$ cat src/rtl/pong_match_ctrl.sv
// pong_match_ctrl: match sequencer for the pong game.
// Synchronizes the start button, serves the ball, tallies points from
// ball-exit events, freezes play for a number of frames after each point
// and declares the winner. Every output comes straight from a flop.

module pong_match_ctrl #(
    parameter int unsigned WIN_SCORE    = 9,
    parameter int unsigned PAUSE_FRAMES = 60
) (
    input  logic       Clock,
    input  logic       Reset_n,
    input  logic       iniciar,
    input  logic       frame_tick,
    input  logic       exit_l,
    input  logic       exit_r,
    input  logic [7:0] rand_in,
    output logic       run,
    output logic       serve,
    output logic       serve_dir_x,
    output logic       serve_dir_y,
    output logic [3:0] score_l,
    output logic [3:0] score_r,
    output logic [1:0] winner,
    output logic [2:0] state,
    output logic       lcd_update
);

    typedef enum logic [2:0] {
        IDLE     = 3'd0,
        SERVE    = 3'd1,
        PLAY     = 3'd2,
        POINT    = 3'd3,
        GAMEOVER = 3'd4
    } state_t;

    localparam logic [3:0] WIN_VAL   = 4'(WIN_SCORE);
    localparam logic [7:0] PAUSE_VAL = 8'(PAUSE_FRAMES);

    // Start-button synchronizer and rising-edge detector
    logic sync1_q, sync1_d;
    logic sync2_q, sync2_d;
    logic edge_q,  edge_d;
    logic start_pulse;

    // Match state
    state_t     state_q, state_d;
    logic       first_q, first_d;           // next serve direction is random
    logic       point_dir_q, point_dir_d;   // direction towards the conceding player
    logic [7:0] cnt_q, cnt_d;               // remaining pause frames
    logic [3:0] score_l_q, score_l_d;
    logic [3:0] score_r_q, score_r_d;
    logic [1:0] winner_q, winner_d;

    // Registered outputs
    logic run_q, run_d;
    logic serve_q, serve_d;
    logic dir_x_q, dir_x_d;
    logic dir_y_q, dir_y_d;
    logic lcd_q, lcd_d;

    // Only the two low bits of the random value steer the serve
    logic unused_rand;
    assign unused_rand = ^rand_in[7:2];

    assign start_pulse = sync2_q & ~edge_q;

    // Next-state and registered-output logic for the whole match
    always_comb begin
        sync1_d     = iniciar;
        sync2_d     = sync1_q;
        edge_d      = sync2_q;
        state_d     = state_q;
        first_d     = first_q;
        point_dir_d = point_dir_q;
        cnt_d       = cnt_q;
        score_l_d   = score_l_q;
        score_r_d   = score_r_q;
        winner_d    = winner_q;
        dir_x_d     = dir_x_q;
        dir_y_d     = dir_y_q;
        serve_d     = 1'b0;
        lcd_d       = 1'b0;
        run_d       = 1'b0;

        case (state_q)
            IDLE, GAMEOVER: begin
                if (start_pulse) begin
                    score_l_d = 4'd0;
                    score_r_d = 4'd0;
                    winner_d  = 2'b00;
                    first_d   = 1'b1;
                    state_d   = SERVE;
                    lcd_d     = 1'b1;
                end
            end
            SERVE: begin
                first_d = 1'b0;
                state_d = PLAY;
            end
            PLAY: begin
                if (exit_l && exit_r) begin
                    first_d = 1'b1;
                    cnt_d   = PAUSE_VAL;
                    state_d = POINT;
                end else if (exit_l) begin
                    score_r_d   = score_r_q + 4'd1;
                    point_dir_d = 1'b0;
                    cnt_d       = PAUSE_VAL;
                    state_d     = POINT;
                    lcd_d       = 1'b1;
                end else if (exit_r) begin
                    score_l_d   = score_l_q + 4'd1;
                    point_dir_d = 1'b1;
                    cnt_d       = PAUSE_VAL;
                    state_d     = POINT;
                    lcd_d       = 1'b1;
                end
            end
            POINT: begin
                if (frame_tick) begin
                    if (cnt_q <= 8'd1) begin
                        cnt_d = 8'd0;
                        if (score_l_q == WIN_VAL) begin
                            winner_d = 2'b01;
                            state_d  = GAMEOVER;
                            lcd_d    = 1'b1;
                        end else if (score_r_q == WIN_VAL) begin
                            winner_d = 2'b10;
                            state_d  = GAMEOVER;
                            lcd_d    = 1'b1;
                        end else begin
                            state_d = SERVE;
                        end
                    end else begin
                        cnt_d = cnt_q - 8'd1;
                    end
                end
            end
            default: begin
                state_d = IDLE;
            end
        endcase

        // Directions are captured on entry to SERVE so they are valid with the serve pulse
        if (state_d == SERVE) begin
            serve_d = 1'b1;
            dir_y_d = rand_in[1];
            dir_x_d = first_d ? rand_in[0] : point_dir_q;
        end

        run_d = (state_d == PLAY);
    end

    // State and output registers, cleared asynchronously by reset
    always_ff @(posedge Clock or negedge Reset_n) begin
        if (!Reset_n) begin
            sync1_q     <= 1'b0;
            sync2_q     <= 1'b0;
            edge_q      <= 1'b0;
            state_q     <= IDLE;
            first_q     <= 1'b1;
            point_dir_q <= 1'b0;
            cnt_q       <= 8'd0;
            score_l_q   <= 4'd0;
            score_r_q   <= 4'd0;
            winner_q    <= 2'b00;
            run_q       <= 1'b0;
            serve_q     <= 1'b0;
            dir_x_q     <= 1'b0;
            dir_y_q     <= 1'b0;
            lcd_q       <= 1'b0;
        end else begin
            sync1_q     <= sync1_d;
            sync2_q     <= sync2_d;
            edge_q      <= edge_d;
            state_q     <= state_d;
            first_q     <= first_d;
            point_dir_q <= point_dir_d;
            cnt_q       <= cnt_d;
            score_l_q   <= score_l_d;
            score_r_q   <= score_r_d;
            winner_q    <= winner_d;
            run_q       <= run_d;
            serve_q     <= serve_d;
            dir_x_q     <= dir_x_d;
            dir_y_q     <= dir_y_d;
            lcd_q       <= lcd_d;
        end
    end

    assign run         = run_q;
    assign serve       = serve_q;
    assign serve_dir_x = dir_x_q;
    assign serve_dir_y = dir_y_q;
    assign score_l     = score_l_q;
    assign score_r     = score_r_q;
    assign winner      = winner_q;
    assign state       = state_q;
    assign lcd_update  = lcd_q;

endmodule

$ cat config.mk
export PLATFORM = sky130hd
export DESIGN_NAME = pong_match_ctrl
export DESIGN_NICKNAME = d
export VERILOG_FILES = /design/src/rtl/pong_match_ctrl.sv
export SDC_FILE = /design/constraint.sdc
export NUM_CORES = 1
export LEC_CHECK = 0
export BUFFER_PORTS_ARGS = -buffer_cell sky130_fd_sc_hd__buf_2
export CAP_MARGIN = 20
export CORE_MARGIN = 8
export CORE_UTILIZATION = 40
export CTS_BUF_LIST = sky130_fd_sc_hd__clkbuf_4 sky130_fd_sc_hd__clkbuf_8 sky130_fd_sc_hd__clkbuf_16
export DETAILED_ROUTE_END_ITERATION = 8
export PLACE_DENSITY_LB_ADDON = 0.12
export SETUP_SLACK_MARGIN = 0.1
export SYNTH_ARGS = -nofsm -noshare
export SYNTH_HDL_FRONTEND = slang
export SYNTH_SLANG_ARGS = --single-unit
$ cat constraint.sdc
create_clock -name Clock -period 2.35 [get_ports Clock]
set_input_delay 0.705 -clock Clock [delete_from_list [all_inputs] [get_ports Clock]]
set_output_delay 0.705 -clock Clock [all_outputs]
set_load 0.05 [all_outputs]
==> results of run 1 <==
[cell type report]
class / count / area, µm²
fillers: 421 / 2030
multi-input cells: 124 / 866
flip-flops and latches: 31 / 777
repair buffers: 31 / 170
clock buffers: 7 / 83.8
well taps: 50 / 62.6
inverters: 9 / 33.8
clock inverters: 1 / 5.00
[logic make-up (layout without fill, tap and decap cells)]
| family | count (synthesis) | after routing | share of synthesized area |
|---|---|---|---|
| and+or+nand+nor | 65 | 65 | 0.221 |
| AOI/OAI and AO/OA | 43 | 43 | 0.182 |
| DFF | 31 | 31 | 0.458 |
| buffers and inverters | 12 | 48 | 0.0325 |
| adders and majority gates | 8 | 8 | 0.0590 |
| xor gates and xnor gates | 4 | 4 | 0.0207 |
| muxes | 4 | 4 | 0.0258 |
[sequential cells by signal, summed over array words and instances, names as in the netlist]
register,flops
score_l,4
lcd_update,1
sync1_q,1
score_r,4
serve,1
cnt_q,8
point_dir_q,1
edge_d,1
first_q,1
edge_q,1
state,3
serve_dir_x,1
serve_dir_y,1
run,1
winner,2
[worst register-to-register path: stages (launching register included)]
cell and delay, ns:
sky130_fd_sc_hd__dfrtp_1 0.44, sky130_fd_sc_hd__inv_1 0.07, sky130_fd_sc_hd__ha_1 0.26, sky130_fd_sc_hd__nor2_2 0.20, sky130_fd_sc_hd__and4b_1 0.25, sky130_fd_sc_hd__a31o_2 0.29, sky130_fd_sc_hd__nand2_1 0.11, sky130_fd_sc_hd__mux2_1 0.32
[through the flow]
stage,setup WS (ns),cells,area [µm²],power (mW)
detailed placement,0.0264,245,1910,1.04
CTS,0.218,253,2000,1.46
global route,0.138,253,2000,1.53
floorplan,0.237,167,1700,0.943
global placement,0.0578,245,1910,1.03
finish,0.284,253,2000,1.45
[routing by layer]
layer | part of all wire | track usage | up-vias | routed length, µm
met5 | 0 | 0 | - | 0
met4 | 0.010 | 0.0429 | 0 | 38
met3 | 0.057 | 0.0375 | 5 | 207
met2 | 0.45 | 0.188 | 33 | 1660
met1 | 0.48 | 0.157 | 665 | 1760
li1 | - | - | 668 | -
[final timing paths]
path / startpoint / cells past startpoint / end
max reg2reg: cnt_q[0] / 7 / serve_dir_y
min: sync1_q / 0 / edge_d
max: cnt_q[0] / 7 / serve_dir_y
max in group asynchronous: Reset_n / 1 / edge_d
min reg2reg: sync1_q / 0 / edge_d
min in group asynchronous: Reset_n / 1 / cnt_q[0]
[timing repair]
item / CTS / global route
buffers inserted: 0 / 0
endpoints found under the setup margin: 0 / 1
gates resized for setup: 0 / 1
[power groups by stage]
stage,Combinational (mW),Clock [mW],Sequential (mW)
final,0.333,0.420,0.696
after global routing,0.373,0.453,0.708
after CTS,0.333,0.431,0.696
after detailed placement,0.333,0,0.705
after global placement,0.327,0,0.700
after floorplan,0.181,0,0.762
[layout by cell type (no fill, tap or decap), drive strengths merged, types with 6 or more instances in the layout]
cell,instances
buf,31
dfrtp,30
nor2,21
nand2,15
inv,9
ha,8
a21oi,7
o21ai,7
clkbuf,7
o211ai,6
==> results, run 1 <==
- The run finished with clean final reports.
- The die outline area is 0.00658 mm².
- The post-route clock skew is 0.00976 ns.
- The number of buffers added on ports is 25.
- Counting every sink on the clock net gives 31.
- The setup TNS is 0 ns.
- The number of global-route vias before repair is 1351.
- The cell area that synthesis handed to floorplanning was 0.00170 mm².
- The cell at the root of the clock tree is sky130_fd_sc_hd__clkbuf_8.
- In this run the deepest clock path goes through 2 buffers.
- The dominant delay contributor by cell family on the critical path is simple AND/OR/NAND/NOR gates.
- The first-pass GRT wire length is 6300 µm.
- In this run the vertical extent of the chip is 81.1 µm.
- The number of setup violations in the final report is 0.
- Relative to the synthesized area, the layout overhead comes to 17.9%.
- The largest single stage delay on the critical path is 0.44 ns.
- The initial antenna violation count came to 0.
- The static power due to leakage is 0.950 nW.
- The initial utilization of the core area, before any placement, comes to 0.421.
- In this run, synthesis inferred 0 flip-flops with an integrated enable.
- The congestion estimate from routability-driven global placement came to 0.880.
- STA puts the critical path data required time at 2.51 ns.
- Of the total power, combinational logic draws 0.230.
- In this run, post-CTS hold repair placed 0 buffers.
- The proportion of total power due to net switching is 0.325.
- The width of the die is about 80 µm.
- In the routed layout, each cell is associated on average with a via count of 5.42.
- The row count is 23.
- Counting both buffers and inverters, the worst setup path holds a total of 1.
- The maximum operating frequency is 484 MHz.
- The actual slew at the worst max-slew pin is between 0.6 and 0.7 ns.
- After synthesis, the netlist uses 50 different library cells.
- The worst hold path belongs to the class flop to flop.
- The Yosys step of the flow raised 0 warnings.
- The highest fanout seen on the critical path is 6.
- Data arrives at the worst endpoint at 2.22 ns.
- After legalization and detailed placement, the total HPWL measured 2780 µm.
- The most frequently used cell type in the post-synthesis netlist is sky130_fd_sc_hd__dfrtp_1.
- Across every metal layer, demand over resource in global routing totals 0.122.
- The number of synthesized register bits is 31.
- The power density over the cells is between 700 and 800 mW/mm².
- Setup repair after global routing left no endpoint under its margin.
- Summing over every cut layer, the via total after detailed routing is 1371.
- For this design the total switching power over the nets is roughly 0.47 mW.
- For this run, asynchronously set or reset flops after synthesis account for 1.00.
- By area the synthesized netlist is led by sky130_fd_sc_hd__dfrtp_1 44%, sky130_fd_sc_hd__ha_1 5.9%, sky130_fd_sc_hd__nor2_1 4.2%, sky130_fd_sc_hd__nand2_1 3.3%, sky130_fd_sc_hd__o211ai_1 2.2%.
- The TritonCTS clock tree is yes.
- The average detailed-routed wire length per instance is 14.5 µm.
- In this run the tightest slew margin relative to its limit is 0.551.
- Summed over all layers, the routed wires come to 3660 µm.
- 32 I/O pins were placed.
- The share of post-route cells with drive strength above 1 is 0.281.
- The placeable core region is around 0.0040 mm².
- In the routed design, unresolved DRC markers number 0.
- The average cell area after synthesis is between 10 and 15 µm².
- The register area share after synthesis is 0.458.
- The clock reaches the later pin of the worst-skew pair after around 0.28 ns.
- The number of nets in the finished design is 224.
- The count of nets left with antenna violations once routing finished came out at 0.
- Of the total power, registers draw 0.480.
- TritonCTS created 5 clock buffers.
- The clock edge transition at the registers on the reported setup and hold paths is around 0.07 ns.
- The final-report max-slew violation count came to 0.
- Measured on the finished design, the core utilization comes to 0.496.
- STA classifies the critical path startpoint as a flop.
- After global routing the overflow that remains totals 0.
- The worst hold-check slack is 0.346 ns.
- Traced cell by cell, the critical path runs through inv_1 > ha_1 > nor2_2 > and4b_1 > a31o_2 > nand2_1 > mux2_1.
- The tool flagged a number of max-cap violations equal to 0.
- The number of instances in the synthesized netlist is 167.
- For this run, the detailed router's first-pass iteration total came to 4.
- The kind of critical path is flop to flop.
- The violation count after the first detailed-routing iteration is 86.
- The repair_antennas step left the layout with diodes totalling 0.
- The number of nets handed over by synthesis was 189.
- The count of endpoints failing hold in the final timing report is 0.
- STA classifies the critical path endpoint as a flop.
- The clock network fraction of total power is 0.290.
- The commonest cells after synthesis are 30 x sky130_fd_sc_hd__dfrtp_1, 19 x sky130_fd_sc_hd__nor2_1, 15 x sky130_fd_sc_hd__nand2_1, 9 x sky130_fd_sc_hd__inv_1, 8 x sky130_fd_sc_hd__ha_1.
- The pin count of the biggest net entering global routing is 32.
- Dividing the final minimum period by the clock period gives 0.879.
- The post-layout minimum cycle time is 2.07 ns.
- The most instantiated flip-flop cell in the synthesis netlist is sky130_fd_sc_hd__dfrtp_1.
- The slowest stage of the critical path belongs to the cell sky130_fd_sc_hd__dfrtp_1.
- The top cell type by total area after synthesis is sky130_fd_sc_hd__dfrtp_1.
- The cell internal power dissipation is around 0.98 mW.
- For flop-to-flop paths, the worst setup slack is 0.28 ns.
- The maximum VDD drop is roughly 0.41 mV.
- Of the post-synthesis cell area, the dominant cell type holds 0.443.
- The depth of the CTS H-tree is 2.
Note: power is estimated with default switching activity, not from simulation.
==> run 2: changes to the inputs <==
- CORE_UTILIZATION: 40 -> 54
==> results, run 2 (same netlist as run 1, synthesis figures left out) <==
- The cell at the root of the clock tree is sky130_fd_sc_hd__clkbuf_4.
- The die outline area is 0.00519 mm² (-21%).
- The layout-stage area growth over the synthesis result is 16.0%.
- The relative max-transition margin came to 0.552 (+0.00185).
- The class of the most critical hold timing path is flop to flop.
- The share of the clock period used by the worst path after layout is 0.882 (+0.00311).
- The worst-case clock buffer depth is 2 (unchanged).
- Traced cell by cell, the critical path runs through inv_1 > ha_1 > nor2_2 > and4b_1 > a31o_2 > nand2_1 > mux2_1.
- The maximum single-stage delay on the critical path is 0.46 ns (+0.02 ns).
- The latest clock arrival within the worst-skew pair is 0.33 ns (+0.05 ns).
- The actual slew at the worst max-slew pin came to 0.671 ns (-0.00277 ns).
- The width of the die is 72.0 µm (-11%).
- The global-route usage over all layers came to 0.146 (+0.0244).
- Setup repair after global routing left no endpoint under its margin.
- The library cells used most frequently in the layout, excluding fill and tap cells, are 30 x sky130_fd_sc_hd__dfrtp_1, 25 x sky130_fd_sc_hd__buf_2, 18 x sky130_fd_sc_hd__nor2_1, 15 x sky130_fd_sc_hd__nand2_1, 9 x sky130_fd_sc_hd__inv_1.
- The starting density of the core is 0.560 (+0.139).
- The storage element area came to 777 µm² (unchanged).
- The count of max-cap constraint violations is 0 (unchanged).
- TritonCTS built the clock tree.
- The count of filler cells inserted in the layout was 266 (-37%).
- The number of nets with antenna violations after routing is 0 (unchanged).
- The final-report max-slew violation count is 0 (unchanged).
- The static power due to leakage is 0.938 nW (-1.3%).
- The element type at the critical path start is a flop.
- The number of buffers added on ports is 25 (unchanged).
- The wire length reported by the detailed router is 3530 µm (-3.6%).
- The kind of critical path is flop to flop.
- The depth of the CTS H-tree is 2 (unchanged).
- The row count was 20 (-13%).
- The clock edge transition at the registers on the reported setup and hold paths is 0.10 ns (+0.03 ns).
- The flip-flop count of the largest register, all copies and words added is 8 (unchanged).
- The worst endpoint data arrival time was 2.29 ns (+0.07 ns).
- The placeable core region is 0.00303 mm² (-25%).
- The number of vias per cell after detailed routing came to 5.45 (+0.60%).
- The number of setup violations in the final report came to 0 (unchanged).
- Leaving out fill and tap cells, the most frequent cell in the layout is sky130_fd_sc_hd__dfrtp_1.
- The number of global-route vias before repair is 1330 (-1.6%).
- More flip-flops sit in one register than any other, and that register is cnt_q.
- The worst hold-check slack is 0.360 ns (+0.0133 ns).
- The residual overflow from global routing came to 0 (unchanged).
- The maximum VDD drop is 0.406 mV (-0.67%).
- The initial antenna violation count is 0 (unchanged).
- The number of diodes added for antenna fixing was 0 (unchanged).
- The maximum operating frequency is 482 MHz (-0.35%).
- The data required time at the worst endpoint is 2.57 ns (+0.06 ns).
- The total area of multi-input combinational cells is 866 µm² (unchanged).
- The share of post-route cells with drive strength above 1 is 0.277 (-0.00356).
- The number of ports placed on the die boundary was 32 (unchanged).
- The setup TNS is 0 ns (unchanged).
- The pin count of the biggest net entering global routing was 32 (unchanged).
- The placed wire-length estimate after detailed placement is 2660 µm (-4.3%).
- The post-layout minimum cycle time is 2.07 ns (+0.00731 ns).
- The post-route clock skew is 0.0141 ns (+0.00430 ns).
- The final estimated routing congestion in global placement is 0.870 (-1.1%).
- The DRC violation count after routing is 0 (unchanged).
- The slowest stage of the critical path is the sky130_fd_sc_hd__dfrtp_1 cell.
- The violation count after the first detailed-routing iteration is 100 (+16%).
- The logic depth of the worst register-to-register path is 7 (unchanged).
- The number of sinks on the clock net came to 31 (unchanged).
- The total via count in the routed design came to 1341 (-2.2%).
- The clock buffer count from CTS is 5 (unchanged).
- The length of the first detailed-routing pass in iterations is 4 (unchanged).
- The highest fanout seen on the critical path was 6 (unchanged).
- The run finished with clean final reports.
- The number of nets in the finished design came to 223 (-0.45%).
- The number of stages on the worst hold path is 0 (unchanged).
- The first-pass GRT wire length is 6040 µm (-4.2%).
- The count of endpoints failing hold in the final timing report is 0 (unchanged).
- The floorplan die height came to 72.0 µm (-11%).
- The nature of the critical path endpoint is a flop.
- The power density over the cells is 711 mW/mm² (-1.8%).
- The average detailed-routed wire length per instance is 14.3 µm (-0.86%).
-- run 2: cell count changes in the layout (fill, tap and decap cells not counted), sizes merged --
cell    change
clkinv      -1
clkbuf      +1
buf         -1
-- run 2: critical path, delay by kind of cell (launching register included) --
kind            cells  cell delay, ns
simple gates        3            0.55
flops               1            0.46
buf+inv             1            0.07
compound gates      1            0.29
fa+ha+maj           1            0.27
mux                 1            0.32
-- run 2: area by class of cell --
type / instances / area share
Multi-Input combinational cell: 124 / 0.440
Sequential cell: 31 / 0.395
Timing Repair Buffer: 30 / 0.0827
Clock buffer: 8 / 0.0369
Tap cell: 44 / 0.0280
Inverter: 9 / 0.0172
-- run 2: report_power, final --
group	total [mW]	switching [mW]	internal, mW
sequential	0.696	0.0841	0.612
combinational	0.337	0.203	0.133
clock	0.366	0.179	0.187
total	1.40	0.466	0.933
-- run 2: final timing paths --
check | start | endpoint | slack [ns]
setup reg to reg | cnt_q[0] | serve_dir_y | 0.28
min in group asynchronous | Reset_n | cnt_q[0] | 0.39
hold reg to reg | sync1_q | edge_d | 0.36
hold / removal | sync1_q | edge_d | 0.36
setup / recovery | cnt_q[0] | serve_dir_y | 0.28
max in group asynchronous | Reset_n | score_r[0] | 1.51
-- run 2: metrics by stage --
step                area (µm²)  instances   util  power [mW]  worst slack, ns
finish                    1970        246  0.650        1.40            0.276
global placement          1890        238  0.625        1.02           0.0741
CTS                       1960        246  0.649        1.41            0.234
global route              1970        246  0.650        1.48            0.150
floorplan                 1700        167      -       0.943            0.237
detailed placement        1890        238  0.625        1.04           0.0257
-- run 2: per-layer routing --
metal / vias up / track usage / share of wire
met4: 0 / 0.0658 / 0.014
li1: 667 / - / -
met5: - / 0 / 0
met2: 28 / 0.235 / 0.48
met1: 640 / 0.174 / 0.46
met3: 6 / 0.0468 / 0.048
-- run 2: timing repair --
action / 4_1_cts / 5_1_grt
endpoints found under the hold margin: 0 / 0
hold buffers: 0 / 0
endpoints found under the setup margin: 0 / 1
gates resized for setup: 0 / 1
buffers inserted: 0 / 0
==> run 3: changes to the inputs <==
- ABC_CLOCK_PERIOD_IN_PS: default -> 2400
- CORE_UTILIZATION: 54 -> 55
- clock period: 2.35 -> 2.4 ns (I/O delays scaled with it)
==> results, run 3 (same netlist as run 1, synthesis figures left out) <==
- The global-route usage over all layers is 0.142 (-0.00416).
- The maximum single-stage delay on the critical path is 0.66 ns (+0.20 ns).
- cnt_q holds more flip-flops than any other register.
- The element type at the critical path start is a flop.
- The clock buffer count from CTS was 5 (unchanged).
- The startpoint identified for the worst hold timing path is sync1_q.
- The slowest stage of the critical path belongs to the cell sky130_fd_sc_hd__dfrtp_1.
- The total power consumption of the routed design came to 1.30 mW (-6.9%).
- The most common library cell in the layout ignoring fill and taps is sky130_fd_sc_hd__dfrtp_1.
- In the layout the commonest cells are 30 x sky130_fd_sc_hd__dfrtp_1, 25 x sky130_fd_sc_hd__buf_2, 19 x sky130_fd_sc_hd__nor2_1, 15 x sky130_fd_sc_hd__nand2_1, 9 x sky130_fd_sc_hd__inv_1.
- The worst endpoint data arrival time is 1.35 ns (-0.94 ns).
- The post-CTS setup-driven buffer insertion count is 0 (unchanged).
- The number of global-route vias before repair came to 1314 (-1.2%).
- The depth of the CTS H-tree is 2 (unchanged).
- The signal on the critical path passes through buf_2.
- The net switching power of the design is 0.451 mW (-3.4%).
- The proportion of total power due to net switching is 0.346 (+0.0127).
- The starting density of the core is 0.565 (+0.00467).
- The first-pass GRT wire length came to 5910 µm (-2.2%).
- The placed wire-length estimate after detailed placement is 2610 µm (-1.9%).
- The wire length reported by the detailed router is 3460 µm (-1.8%).
- The average detailed-routed wire length per instance came to 14.7 µm (+2.8%).
- The residual overflow from global routing is 0 (unchanged).
- The placeable core region was 0.00300 mm² (-0.83%).
- The worst-case clock buffer depth was 2 (unchanged).
- The final estimated routing congestion in global placement is 0.865 (-0.57%).
- The post-route standard cell area excluding fillers is 0.00194 mm² (-1.6%).
- The setup TNS is 0 ns (unchanged).
- The count of max-cap constraint violations is 0 (unchanged).
- The combinational fraction of design power came to 0.246 (+0.005).
- The number of buffers and inverters on the critical path is 1 (unchanged).
- The kind of cell with the highest combined delay along the critical path is flip-flops.
- The clock network fraction of total power is 0.232 (-0.030).
- The row count is 20 (unchanged).
- The critical path depth in cells is 1 (-6).
- In this run the critical register-to-register path is launched from cnt_q[0].
- The post-route non-filler standard cell count came to 235 (-4.5%).
- The highest fanout seen on the critical path is 15 (+9).
- The placed instance count was 227 (-4.6%).
- The number of vias per cell after detailed routing was 5.74 (+5.3%).
- The total via count in the routed design is 1349 (+0.60%).
- The clock edge transition at the registers on the reported setup and hold paths is 0.10 ns (about the same).
- The count of endpoints failing hold in the final timing report is 0 (unchanged).
- The class of the most critical hold timing path is flop to flop.
- The layout-stage area growth over the synthesis result is 14.2%.
- The final-report max-slew violation count is 0 (unchanged).
- The number of setup violations in the final report is 0 (unchanged).
- Derived from the worst setup path, the maximum achievable clock frequency is about 480 MHz.
- The post-layout minimum cycle time is 2.07 ns.
- The critical path is of the flop to output port type.
- The share of total power in sequential cells is 0.521 (+0.023).
- The power density over the cells came to 673 mW/mm² (-5.4%).
- The cts-stage hold buffer count is 0 (unchanged).
- The post-route clock skew is 0.00677 ns (-0.00728 ns).
- The latest clock arrival within the worst-skew pair is 0.32 ns (about the same).
- The floorplan die height is 71.5 µm (-0.71%).
- The number of ports placed on the die boundary is 32 (unchanged).
- The width of the die was 71.5 µm (-0.71%).
- The logic depth of the worst register-to-register path is 7 (unchanged).
- The violation count after the first detailed-routing iteration is 42 (-58%).
- The maximum VDD drop is 0.377 mV (-7.1%).
- The relative max-transition margin is 0.543 (-0.00986).
- The flip-flop count of the largest register, all copies and words added is 8 (unchanged).
- The number of nets with antenna violations after routing was 0 (unchanged).
- The DRC violation count after routing was 0 (unchanged).
- The number of nets in the finished design is 223 (unchanged).
- The placement-stage cell area is 0.00188 mm² (-0.73%).
- The cell internal power dissipation is 0.852 mW (-8.7%).
- The initial antenna violation count came to 0 (unchanged).
- The number of stages on the worst hold path came to 0 (unchanged).
- The share of post-route cells with drive strength above 1 is 0.272 (-0.00495).
- The length of the first detailed-routing pass in iterations is 4 (unchanged).
- The static power due to leakage was 0.927 nW (-1.1%).
- The number of diodes added for antenna fixing was 0 (unchanged).
- STA classifies the critical path endpoint as an output port.
- The number of buffers added on ports is 25 (unchanged).
- The root buffer cell chosen for the clock tree is sky130_fd_sc_hd__clkbuf_4.
- The actual slew at the worst max-slew pin is 0.686 ns (+0.0148 ns).
- The most critical setup path has its startpoint at state[0].
- Dividing the final minimum period by the clock period gives 0.861.
- The flow ran to the end, and the final reports show no timing, DRC or antenna violations.
- Setup repair after global routing left no endpoint under its margin.
- The pin count of the biggest net entering global routing was 32 (unchanged).
- The die outline area was 0.00512 mm² (-1.4%).
- The post-cts gate resize count is 0 (unchanged).
- The TritonCTS clock tree is yes.
- The number of sinks on the clock net was 31 (unchanged).
- The data required time at the worst endpoint is 1.68 ns (-0.89 ns).
-- run 3: cell count changes in the layout (fill, tap and decap cells not counted) --
cell,delta
sky130_fd_sc_hd__clkbuf_8,-2
sky130_fd_sc_hd__clkinvlp_4,+1
sky130_fd_sc_hd__clkinv_2,+1
sky130_fd_sc_hd__nor2_1,+1
sky130_fd_sc_hd__nor2_2,-1
-- run 3: worst register-to-register path, delay by kind of cell (launching register included) --
kind | cells | cell delay (ns)
simple gates | 3 | 0.59
flops | 1 | 0.44
mux | 1 | 0.32
compound gates | 1 | 0.29
fa+ha+maj | 1 | 0.26
buf+inv | 1 | 0.07
-- run 3: final timing paths --
kind	endpoint	slack, ns
worst min register to register	edge_d	0.36
min in group asynchronous	winner[1]	0.43
worst min-delay path	edge_d	0.36
worst max-delay path	state[0]	0.33
worst max register to register	serve_dir_y	0.34
max in group asynchronous	point_dir_q	1.53
-- run 3: power by group through the flow --
stage | clock network [mW] | logic [mW] | registers [mW]
floorplan | 0 | 0.178 | 0.746
global placement | 0 | 0.316 | 0.683
detailed placement | 0 | 0.325 | 0.688
CTS | 0.316 | 0.325 | 0.678
global route | 0.331 | 0.359 | 0.693
finish | 0.303 | 0.321 | 0.679
-- run 3: cell type report --
type                       instances  area (µm²)
clock inverter                     2        12.5
timing repair buffer              30         163
clock buffer                       6        45.0
inverter                           9        33.8
sequential                        31         777
multi-input combinational        124         863
tap                               33        41.3
fill                             258        1070
-- run 3: layer usage --
layer | vias up | routed length [µm] | track usage
li1 | 670 | - | -
met1 | 640 | 1660 | 0.175
met2 | 35 | 1590 | 0.221
met3 | 4 | 185 | 0.0474
met4 | 0 | 30 | 0.0590
met5 | - | 0 | 0
-- run 3: stage by stage --
| stage | utilization | hold WS [ns] | setup slack [ns] |
|---|---|---|---|
| floorplan | - | 0.331 | 0.272 |
| detailed placement | 0.625 | 0.341 | 0.0548 |
| global placement | 0.625 | 0.334 | 0.107 |
| CTS | 0.645 | 0.364 | 0.329 |
| global route | 0.645 | 0.366 | 0.171 |
| finish | 0.645 | 0.358 | 0.334 |
